**config.mk**
```make
export PLATFORM = sky130hd
export DESIGN_NAME = systolic_mm
export DESIGN_NICKNAME = d
export VERILOG_FILES = /design/src/rtl/systolic_mm.sv
export SDC_FILE = /design/constraint.sdc
export NUM_CORES = 2
export LEC_CHECK = 0
export ABC_CLOCK_PERIOD_IN_PS = 10150
export BUFFER_PORTS_ARGS = -buffer_cell sky130_fd_sc_hd__buf_2
export CELL_PAD_IN_SITES_DETAIL_PLACEMENT = 2
export CELL_PAD_IN_SITES_GLOBAL_PLACEMENT = 2
export CORE_MARGIN = 1.5
export CORE_UTILIZATION = 41
export CTS_CLUSTER_DIAMETER = 150
export CTS_CLUSTER_SIZE = 12
export DETAILED_ROUTE_END_ITERATION = 12
export HOLD_SLACK_MARGIN = 0.08
export MAX_ROUTING_LAYER = met4
export PLACE_DENSITY_LB_ADDON = 0.08
export SLEW_MARGIN = 5
export SYNTH_ARGS = -nofsm -noshare
export SYNTH_HDL_FRONTEND = slang
export SYNTH_SLANG_ARGS = --single-unit
```
**constraint.sdc**
```tcl
create_clock -name clk -period 10.15 [get_ports clk]
set_clock_uncertainty 0.05 [all_clocks]
set_input_delay 2.03 -clock clk [delete_from_list [all_inputs] [get_ports clk]]
set_output_delay 2.03 -clock clk [all_outputs]
set_load 0.03 [all_outputs]
```
**src/rtl/systolic_mm.sv**
```systemverilog
// N x N output-stationary systolic matrix multiplier with signed/unsigned,
// accumulate-onto-previous, saturating result and start/done/busy handshake.
module systolic_mm #(
  parameter int N         = 3,
  parameter int DATA_SIZE = 8,
  parameter int ACC_SIZE  = 16
) (
  input  logic                        clk,
  input  logic                        reset,
  input  logic                        start,
  input  logic                        signed_mode,
  input  logic                        acc_mode,
  input  logic [N*N*DATA_SIZE-1:0]    Mat1_in,
  input  logic [N*N*DATA_SIZE-1:0]    Mat2_in,
  output logic [N*N*ACC_SIZE-1:0]     result,
  output logic                        done,
  output logic                        busy,
  output logic                        overflow
);

  localparam int AW = 2*DATA_SIZE + $clog2(N) + 2;
  localparam int SW = ((AW > ACC_SIZE) ? AW : ACC_SIZE) + 2;
  localparam int CW = $clog2(3*N);
  localparam logic [CW-1:0] LAST = CW'(3*N-3);
  localparam logic signed [SW-1:0] UMAX = {{(SW-ACC_SIZE){1'b0}}, {ACC_SIZE{1'b1}}};
  localparam logic signed [SW-1:0] SMAX = {{(SW-ACC_SIZE+1){1'b0}}, {(ACC_SIZE-1){1'b1}}};
  localparam logic signed [SW-1:0] SMIN = {{(SW-ACC_SIZE+1){1'b1}}, {(ACC_SIZE-1){1'b0}}};

  typedef enum logic [1:0] {IDLE, RUN, DONE} state_t;

  state_t                state;
  logic [CW-1:0]         cnt;
  logic                  mode_s;
  logic                  mode_acc;
  logic [DATA_SIZE-1:0]  a_cap  [N][N];
  logic [DATA_SIZE-1:0]  b_cap  [N][N];
  logic [DATA_SIZE-1:0]  a_edge [N];
  logic [DATA_SIZE-1:0]  b_edge [N];
  logic [DATA_SIZE-1:0]  a_in   [N][N];
  logic [DATA_SIZE-1:0]  b_in   [N][N];
  logic [DATA_SIZE-1:0]  a_reg  [N][N];
  logic [DATA_SIZE-1:0]  b_reg  [N][N];
  logic signed [AW-1:0]  prod   [N][N];
  logic signed [AW-1:0]  acc    [N][N];
  logic                  run;
  logic                  clear;
  logic [N*N*ACC_SIZE-1:0] res_next;
  logic                  ovf_next;
  logic signed [SW-1:0]  sum;
  logic signed [SW-1:0]  held_ext;
  logic signed [SW-1:0]  hi;
  logic signed [SW-1:0]  lo;
  logic signed [SW-1:0]  sat;
  logic [ACC_SIZE-1:0]   held;

  assign run   = (state == RUN);
  assign clear = (state == IDLE) && start;

  function automatic logic signed [AW-1:0] ext(input logic [DATA_SIZE-1:0] v, input logic s);
    return {{(AW-DATA_SIZE){s & v[DATA_SIZE-1]}}, v};
  endfunction

  // Skewed edge feed: row i of A / column i of B enters i cycles late, zeros elsewhere.
  always_comb begin
    for (int unsigned i = 0; i < N; i++) begin
      a_edge[i] = '0;
      b_edge[i] = '0;
      for (int unsigned k = 0; k < N; k++) begin
        if (run && cnt == CW'(i + k)) begin
          a_edge[i] = a_cap[i][k];
          b_edge[i] = b_cap[k][i];
        end
      end
    end
  end

  always_comb begin
    for (int unsigned i = 0; i < N; i++) begin
      a_in[i][0] = a_edge[i];
      b_in[0][i] = b_edge[i];
      for (int unsigned j = 1; j < N; j++) begin
        a_in[i][j] = a_reg[i][j-1];
        b_in[j][i] = b_reg[j-1][i];
      end
    end
    for (int unsigned i = 0; i < N; i++)
      for (int unsigned j = 0; j < N; j++)
        prod[i][j] = ext(a_in[i][j], mode_s) * ext(b_in[i][j], mode_s);
  end

  always_ff @(posedge clk or negedge reset) begin
    if (!reset) begin
      for (int unsigned i = 0; i < N; i++)
        for (int unsigned j = 0; j < N; j++) begin
          acc[i][j]   <= '0;
          a_reg[i][j] <= '0;
          b_reg[i][j] <= '0;
        end
    end else if (clear) begin
      for (int unsigned i = 0; i < N; i++)
        for (int unsigned j = 0; j < N; j++) begin
          acc[i][j]   <= '0;
          a_reg[i][j] <= '0;
          b_reg[i][j] <= '0;
        end
    end else if (run) begin
      for (int unsigned i = 0; i < N; i++)
        for (int unsigned j = 0; j < N; j++) begin
          acc[i][j]   <= acc[i][j] + prod[i][j];
          a_reg[i][j] <= a_in[i][j];
          b_reg[i][j] <= b_in[i][j];
        end
    end
  end

  // Held result is reinterpreted in the current mode before being added.
  always_comb begin
    res_next = '0;
    ovf_next = 1'b0;
    sum      = '0;
    held_ext = '0;
    hi       = '0;
    lo       = '0;
    sat      = '0;
    held     = '0;
    for (int unsigned k = 0; k < N*N; k++) begin
      held     = result[(N*N-1-k)*ACC_SIZE +: ACC_SIZE];
      held_ext = mode_s ? {{(SW-ACC_SIZE){held[ACC_SIZE-1]}}, held}
                        : {{(SW-ACC_SIZE){1'b0}}, held};
      sum = {{(SW-AW){acc[k/N][k%N][AW-1]}}, acc[k/N][k%N]};
      if (mode_acc)
        sum = sum + held_ext;
      hi = mode_s ? SMAX : UMAX;
      lo = mode_s ? SMIN : '0;
      if (sum > hi) begin
        sat      = hi;
        ovf_next = 1'b1;
      end else if (sum < lo) begin
        sat      = lo;
        ovf_next = 1'b1;
      end else begin
        sat = sum;
      end
      res_next[(N*N-1-k)*ACC_SIZE +: ACC_SIZE] = sat[ACC_SIZE-1:0];
    end
  end

  always_ff @(posedge clk or negedge reset) begin
    if (!reset) begin
      state    <= IDLE;
      cnt      <= '0;
      mode_s   <= 1'b0;
      mode_acc <= 1'b0;
      result   <= '0;
      done     <= 1'b0;
      busy     <= 1'b0;
      overflow <= 1'b0;
      for (int unsigned r = 0; r < N; r++)
        for (int unsigned c = 0; c < N; c++) begin
          a_cap[r][c] <= '0;
          b_cap[r][c] <= '0;
        end
    end else begin
      done <= 1'b0;
      case (state)
        IDLE: begin
          if (start) begin
            for (int unsigned r = 0; r < N; r++)
              for (int unsigned c = 0; c < N; c++) begin
                a_cap[r][c] <= Mat1_in[(N*N-1-(r*N+c))*DATA_SIZE +: DATA_SIZE];
                b_cap[r][c] <= Mat2_in[(N*N-1-(r*N+c))*DATA_SIZE +: DATA_SIZE];
              end
            mode_s   <= signed_mode;
            mode_acc <= acc_mode;
            cnt      <= '0;
            busy     <= 1'b1;
            state    <= RUN;
          end
        end
        RUN: begin
          cnt <= cnt + 1'b1;
          if (cnt == LAST)
            state <= DONE;
        end
        DONE: begin
          result   <= res_next;
          overflow <= ovf_next;
          done     <= 1'b1;
          busy     <= 1'b0;
          state    <= IDLE;
        end
        default: state <= IDLE;
      endcase
    end
  end

endmodule

```
=== Yosys cells after proc, flatten, opt, wreduce, memory -nomap -nowiden ===
Index checks and enable logic that the tools add are counted.

* Flip-flop bits (word level): 575
* Input bits: 149
* Output and inout bits: 147
* Logic and storage cells: 223

* Add/sub/neg operators: 19
* Multipliers: 9
* Magnitude comparators: 18
* Equality and inequality tests: 9
* Mux-type cells: 88
* Bitwise gates (word level): 18
* Reductions and logical operators: 15

{| class="wikitable"
|+ Operators by type and width
! cell !! number
|-
| $mux W22 || 19
|-
| $mux W180 || 2
|-
| $mux W16 || 19
|-
| $mux W72 || 4
|-
| $add A20 B22 Y22 || 9
|-
| $gt A22 B17 Y1 || 9
|-
| $lt A22 B22 Y1 || 9
|-
| $add A20 B18 Y20 || 9
|-
| $mul A9 B9 Y18 || 9
|-
| $mux W8 || 18
|-
| $mux W1 || 20
|-
| $and A1 B1 Y1 || 18
|-
| $eq A4 B2 Y1 const B || 2
|-
| $eq A4 B3 Y1 const B || 2
|-
| $pmux W4 S2 || 1
|-
| $reduce_and A2 Y1 || 4
|-
| $logic_and A1 B1 Y1 || 6
|-
| $reduce_bool A2 Y1 || 3
|-
| $add A4 B1 Y4 const B || 1
|-
| $eq A4 B1 Y1 const B || 1
|-
| $logic_not A4 Y1 || 1
|-
| $mux W2 || 2
|-
| $mux W4 || 1
|-
| $pmux W2 S2 || 1
|-
| other kinds (6) || 6
|}

=== Depth between registers and ports, before layout ===
* Depth after elaboration: 22
* Mapped depth: 31
* Mapped depth without buffers: 28

=== Worst setup path after synthesis ===
Ideal clock, no wire load.

* Path kind: reg2reg
* From: reg mode_s
* To: reg acc[179] (netlist name)
* Data arrival time: 7.461 ns
* Data required time: 9.967 ns
* Path slack: 2.506 ns
* Stages on the path, launching flop included: 21
* Path buffers: 1
* Cell sequence: dfrtp_1 inv_1 clkbuf_1 nor2_1 nand2_1 fa_1 fa_1 inv_1 fa_1 inv_1 fa_1 inv_1 fa_1 ha_1 a211o_1 a2111oi_0 o31ai_1 or4_1 a31oi_1 xnor2_1 o21ai_0

* Cells in the longest elaborated chain, start to end: 5

{| class="wikitable"
|+ RTL lines
! what !! line !! RTL
|-
| from (decl) || 33 || <nowiki>logic mode_s;</nowiki>
|-
| from (signal assigned) || 173 || <nowiki>mode_s <= signed_mode;</nowiki>
|-
| $and A1 B1 Y1 || 60 || <nowiki>return {{(AW-DATA_SIZE){s & v[DATA_SIZE-1]}}, v};</nowiki>
|-
| $mul A9 B9 Y18 (*) || 88 || <nowiki>prod[i][j] = ext(a_in[i][j], mode_s) * ext(b_in[i][j], mode_s);</nowiki>
|-
| $add A20 B18 Y20 (*) || 109 || <nowiki>acc[i][j] <= acc[i][j] + prod[i][j];</nowiki>
|-
| $mux W180 (*) || 106 || <nowiki>end else if (run) begin</nowiki>
|-
| $mux W180 (*) || 99 || <nowiki>end else if (clear) begin</nowiki>
|-
| to (signal, indexed assignment) || 109 ||
|-
| to (decl) || 44 || <nowiki>logic signed [AW-1:0] acc [N][N];</nowiki>
|}

Every way passes the cells marked *; elsewhere a longest branch is shown, timed or not. The select of a mux whose other input is x is not followed.
A chain may end at the register's enable or synchronous reset.

=== Worst setup path after layout ===
* From: reg state[1]
* To: reg acc[179] (netlist name)

* Cells in the longest elaborated chain, start to end: 10

{| class="wikitable"
|+ RTL lines
! what !! line !! RTL
|-
| from (decl) || 31 || <nowiki>state_t state;</nowiki>
|-
| from (signal assigned) || 150 || <nowiki>state <= IDLE;</nowiki>
|-
| from (signal assigned) || 177 || <nowiki>state <= RUN;</nowiki>
|-
| from (signal assigned) || 183 || <nowiki>state <= DONE;</nowiki>
|-
| $eq A2 B1 Y1 || 56 || <nowiki>assign run = (state == RUN);</nowiki>
|-
| $logic_and A1 B1 Y1 || 69 || <nowiki>if (run && cnt == CW'(i + k)) begin</nowiki>
|-
| $mux W8 (3 in a row) || 69 ||
|-
| $and A1 B1 Y1 || 60 ||
|-
| $mul A9 B9 Y18 || 88 ||
|-
| $add A20 B18 Y20 || 109 ||
|-
| $mux W180 || 106 ||
|-
| $mux W180 || 99 ||
|}

Several ways; a longest one is shown, not always the timed one. The select of a mux whose other input is x is not followed.

==> metrics <==
run status=finished, final reports clean; initial DRC count=just over 2000; Num Clock Sinks=575; Hold Path End=overflow; area share of and/or/nand/nor cells after synthesis=a little over an eighth; CTS tree=yes; Hold Path Class=reg -> reg; die width=414 um; Leak=36.0 nW; vias in the first global route=63000; period utilisation layout=86.2%; Yosys warnings=0; Max Slew Vio Count=0; Compound-Gate Fraction of Synth Area=approximately 14%; Layout fillers=roughly 18000; Synth top area share=23.6%; cts repair resizes=0; Synth cell types=93; CP Data Arrival Time=9.26 ns; post-route ant nets=0; largest net degree at the start of global routing=roughly 160; Rows=150; top post-synthesis cells by area=fa_1 (24%), dfrtp_1 (21%), ha_1 (13%), inv_1 (5.4%), nand2_1 (4.9%); initial antenna violation count=14; Post-synth EDFFs=0; reg-to-reg setup timing slack=1.41 ns; Worst setup SP type=flop; kind of critical path=reg -> reg; syn_area_per_cell=9.29 um2; drc violations=0; multiplexer area fraction after synthesis=approximately 4.0%; Worst Hold Launch=overflow; Critical Path End Type=flop; Final setup viols=0; Die Span Y=between 400 and 500 um; PwrDens=around 330 mW/mm2; area leader, netlist=fa_1; Mapped Cells=7453; Max VDD drop=between 0.15 and 0.2 mV; commonest non-fill, non-tap cell in the layout=inv_1; Max-Cap Viols=0; Vias/cell=between 5 and 6; fmax=approximately 110 MHz; Clock transition at path regs=0.08 ns; final hold viol count=0; WL final=about 230000 um; GR Overflow Total=0; register area=roughly 0.014 mm2; setup TNS=0 ns; slew margin rel.=between 10% and 20%; Req. time, crit path=10.66 ns; vias=54900; routed len/inst=around 24 um; Pre-antenna DRT Iters=5; Reg-to-Reg End=acc[179]; Routability Congestion=around 0.86; Reg2Reg Depth=25; RSZ-0062 raised after global routing=no; first-pass GRT wire length=364000 um; Synth async-reset ratio=100%; Die ar.=0.171 mm2; hold_ws=0.453 ns; CTS buffer count=54; Buffers on Ports=just under 300; XOR/XNOR share of the synthesized area=approximately 3.5%; DP Wirelength=between 150000 and 200000 um; clk_lat worst skew=a little under 0.7 ns; Post-Synth Adder-Cell Area=36.6%; Post-CTS Setup Bufs=0; hold path cells=1; most frequent cells in the layout=inv_1 (987), nand2_1 (907), fa_1 (817), ha_1 (720), dfrtp_1 (573); min Tclk post-route=8.74 ns; Final Net Count=9213; Boundary Pins=a little under 300; Initial Util=41.3%; Crit Reg-Reg Startpoint=state[1]; Synth Net Count=9139; flops & latches, synth=between 500 and 600; largest family of logic cells by synthesized area=adder cells; CP max FO=27; hold_buf cts=0; fraction of layout cells with a size suffix above 1=around a tenth; Core Area=around 0.17 mm2; Synth Cell Area=0.0692 mm2; Total GRT Usage=28.0%; area occupied by multi-input gates=~0.05 mm2; sequential share of the synthesized area=20.8%; Worst-Margin Slew=1.28 ns; Root Buffer=clkbuf_16; H-tree depth=2; top_reg_cell synth=dfrtp_1; area delta synth->final=7.25%; clock buffer depth=3
final cells by class:
type | instances | share of cell area, %
inverter | 991 | 5.02
clock inverter | 3 | 0.0641
tap | 2204 | 3.72
sequential | 575 | 19.4
clock buffer | 57 | 1.86
antenna | 6 | 0.0202
timing repair buffer | 345 | 2.61
multi-input combinational | 5560 | 67.3
Yosys cell counts (13+ instances only):
| library cell | instances |
|---|---|
| a21oi_1 | 316 |
| dfrtp_1 | 575 |
| nor2_1 | 276 |
| a21boi_0 | 18 |
| clkbuf_1 | 274 |
| nand4_1 | 21 |
| and3_1 | 69 |
| nor2b_1 | 70 |
| o21bai_1 | 20 |
| nor3b_1 | 18 |
| a22o_1 | 80 |
| nand2_1 | 907 |
| nand3b_1 | 25 |
| nand2b_1 | 65 |
| xor2_1 | 115 |
| and2_1 | 227 |
| a211oi_1 | 55 |
| nor3_1 | 79 |
| o21ai_1 | 16 |
| a22oi_1 | 30 |
| o211ai_1 | 30 |
| o22a_1 | 13 |
| or2_2 | 43 |
| inv_1 | 989 |
| or3_1 | 47 |
| o31ai_1 | 60 |
| fa_1 | 817 |
| a21o_1 | 129 |
| buf_1 | 29 |
| ha_1 | 720 |
| a221oi_1 | 29 |
| o21a_1 | 59 |
| a31oi_1 | 66 |
| xnor2_1 | 159 |
| a2111oi_0 | 15 |
| nand3_1 | 100 |
| o2111ai_1 | 16 |
| o21ai_0 | 400 |
| mux2i_1 | 35 |
| mux2_2 | 214 |
| a31o_2 | 13 |
| a211o_1 | 15 |
| buf_2 | 23 |
worst max path at each step:
| stage | startpoint | endpoint | slack, ns |
|---|---|---|---|
| 6_report | state[1] | acc[179] | 1.41 |
| 5_1_grt | state[1] | acc[179] | 0.78 |
| 4_1_cts | state[1] | acc[179] | 1.32 |
| 3_5_place_dp | state[1] | acc[179] | 1.34 |
| 3_3_place_gp | state[1] | acc[179] | 1.68 |
| 2_1_floorplan | mode_s | acc[179] | 2.51 |
stage by stage:
stage | util [%] | power [mW] | setup WS, ns | std cells | area (um2)
2_1_floorplan | - | 16.9 | 2.51 | 7453 | 69200
5_1_grt | 44.3 | 27.1 | 0.776 | 9738 | 74200
3_5_place_dp | 43.5 | 22.8 | 1.34 | 9675 | 72800
6_report | 44.3 | 24.6 | 1.41 | 9741 | 74200
3_3_place_gp | 43.5 | 21.8 | 1.68 | 9675 | 72800
4_1_cts | 44.3 | 25.0 | 1.32 | 9735 | 74200
cells by family (layout without fill, tap and decap cells):
| group | count (synthesis) | after routing |
|---|---|---|
| other | 0 | 6 |
| DFF | 575 | 575 |
| muxes | 250 | 250 |
| AOI/OAI and AO/OA | 1498 | 1498 |
| adders and majority gates | 1537 | 1537 |
| buffers and inverters | 1318 | 1396 |
| and+or+nand+nor | 2001 | 2001 |
| xor gates and xnor gates | 274 | 274 |
flip-flops by register name, summed over array words and instances (netlist names):
signal and flops:
result 144, mode_s 1, overflow 1, a_cap 72
cnt 4, done 1, mode_acc 1, acc 180
b_cap 72, b_in 48, state 2, a_in 48
busy 1
routing by layer:
layer | track usage [%] | wire [um] | part of all wire, %
met1 | 34.7 | 100000 | 44
met2 | 48.1 | 115000 | 50
met3 | 3.10 | 7240 | 3.2
met4 | 8.02 | 7400 | 3.2
met5 | - | 0 | 0
where the power goes:
group | switching (mW) | internal, mW | total [mW]
clock network | 1.02 | 0.978 | 2.00
logic | 10.7 | 6.89 | 17.6
registers | 1.71 | 3.31 | 5.02
total | 13.5 | 11.2 | 24.6
critical path, cell delays in order, from the launching register on:
cell	delay, ns
dfrtp_1	0.48
nand2b_4	0.35
nor3_1	0.49
and3b_1	0.64
a221oi_1	0.16
nor2_1	0.48
inv_1	0.19
nor2_1	0.59
nand2_1	0.20
fa_1	0.56
inv_1	0.07
fa_1	0.46
fa_1	0.50
inv_1	0.06
fa_1	0.47
fa_1	0.51
inv_1	0.05
ha_1	0.31
o21ai_0	0.18
inv_1	0.07
a2111oi_0	0.61
o31ai_1	0.25
or4_1	0.44
a31oi_1	0.21
xnor2_1	0.13
o21ai_0	0.08
(Power assumes the default switching activity.)
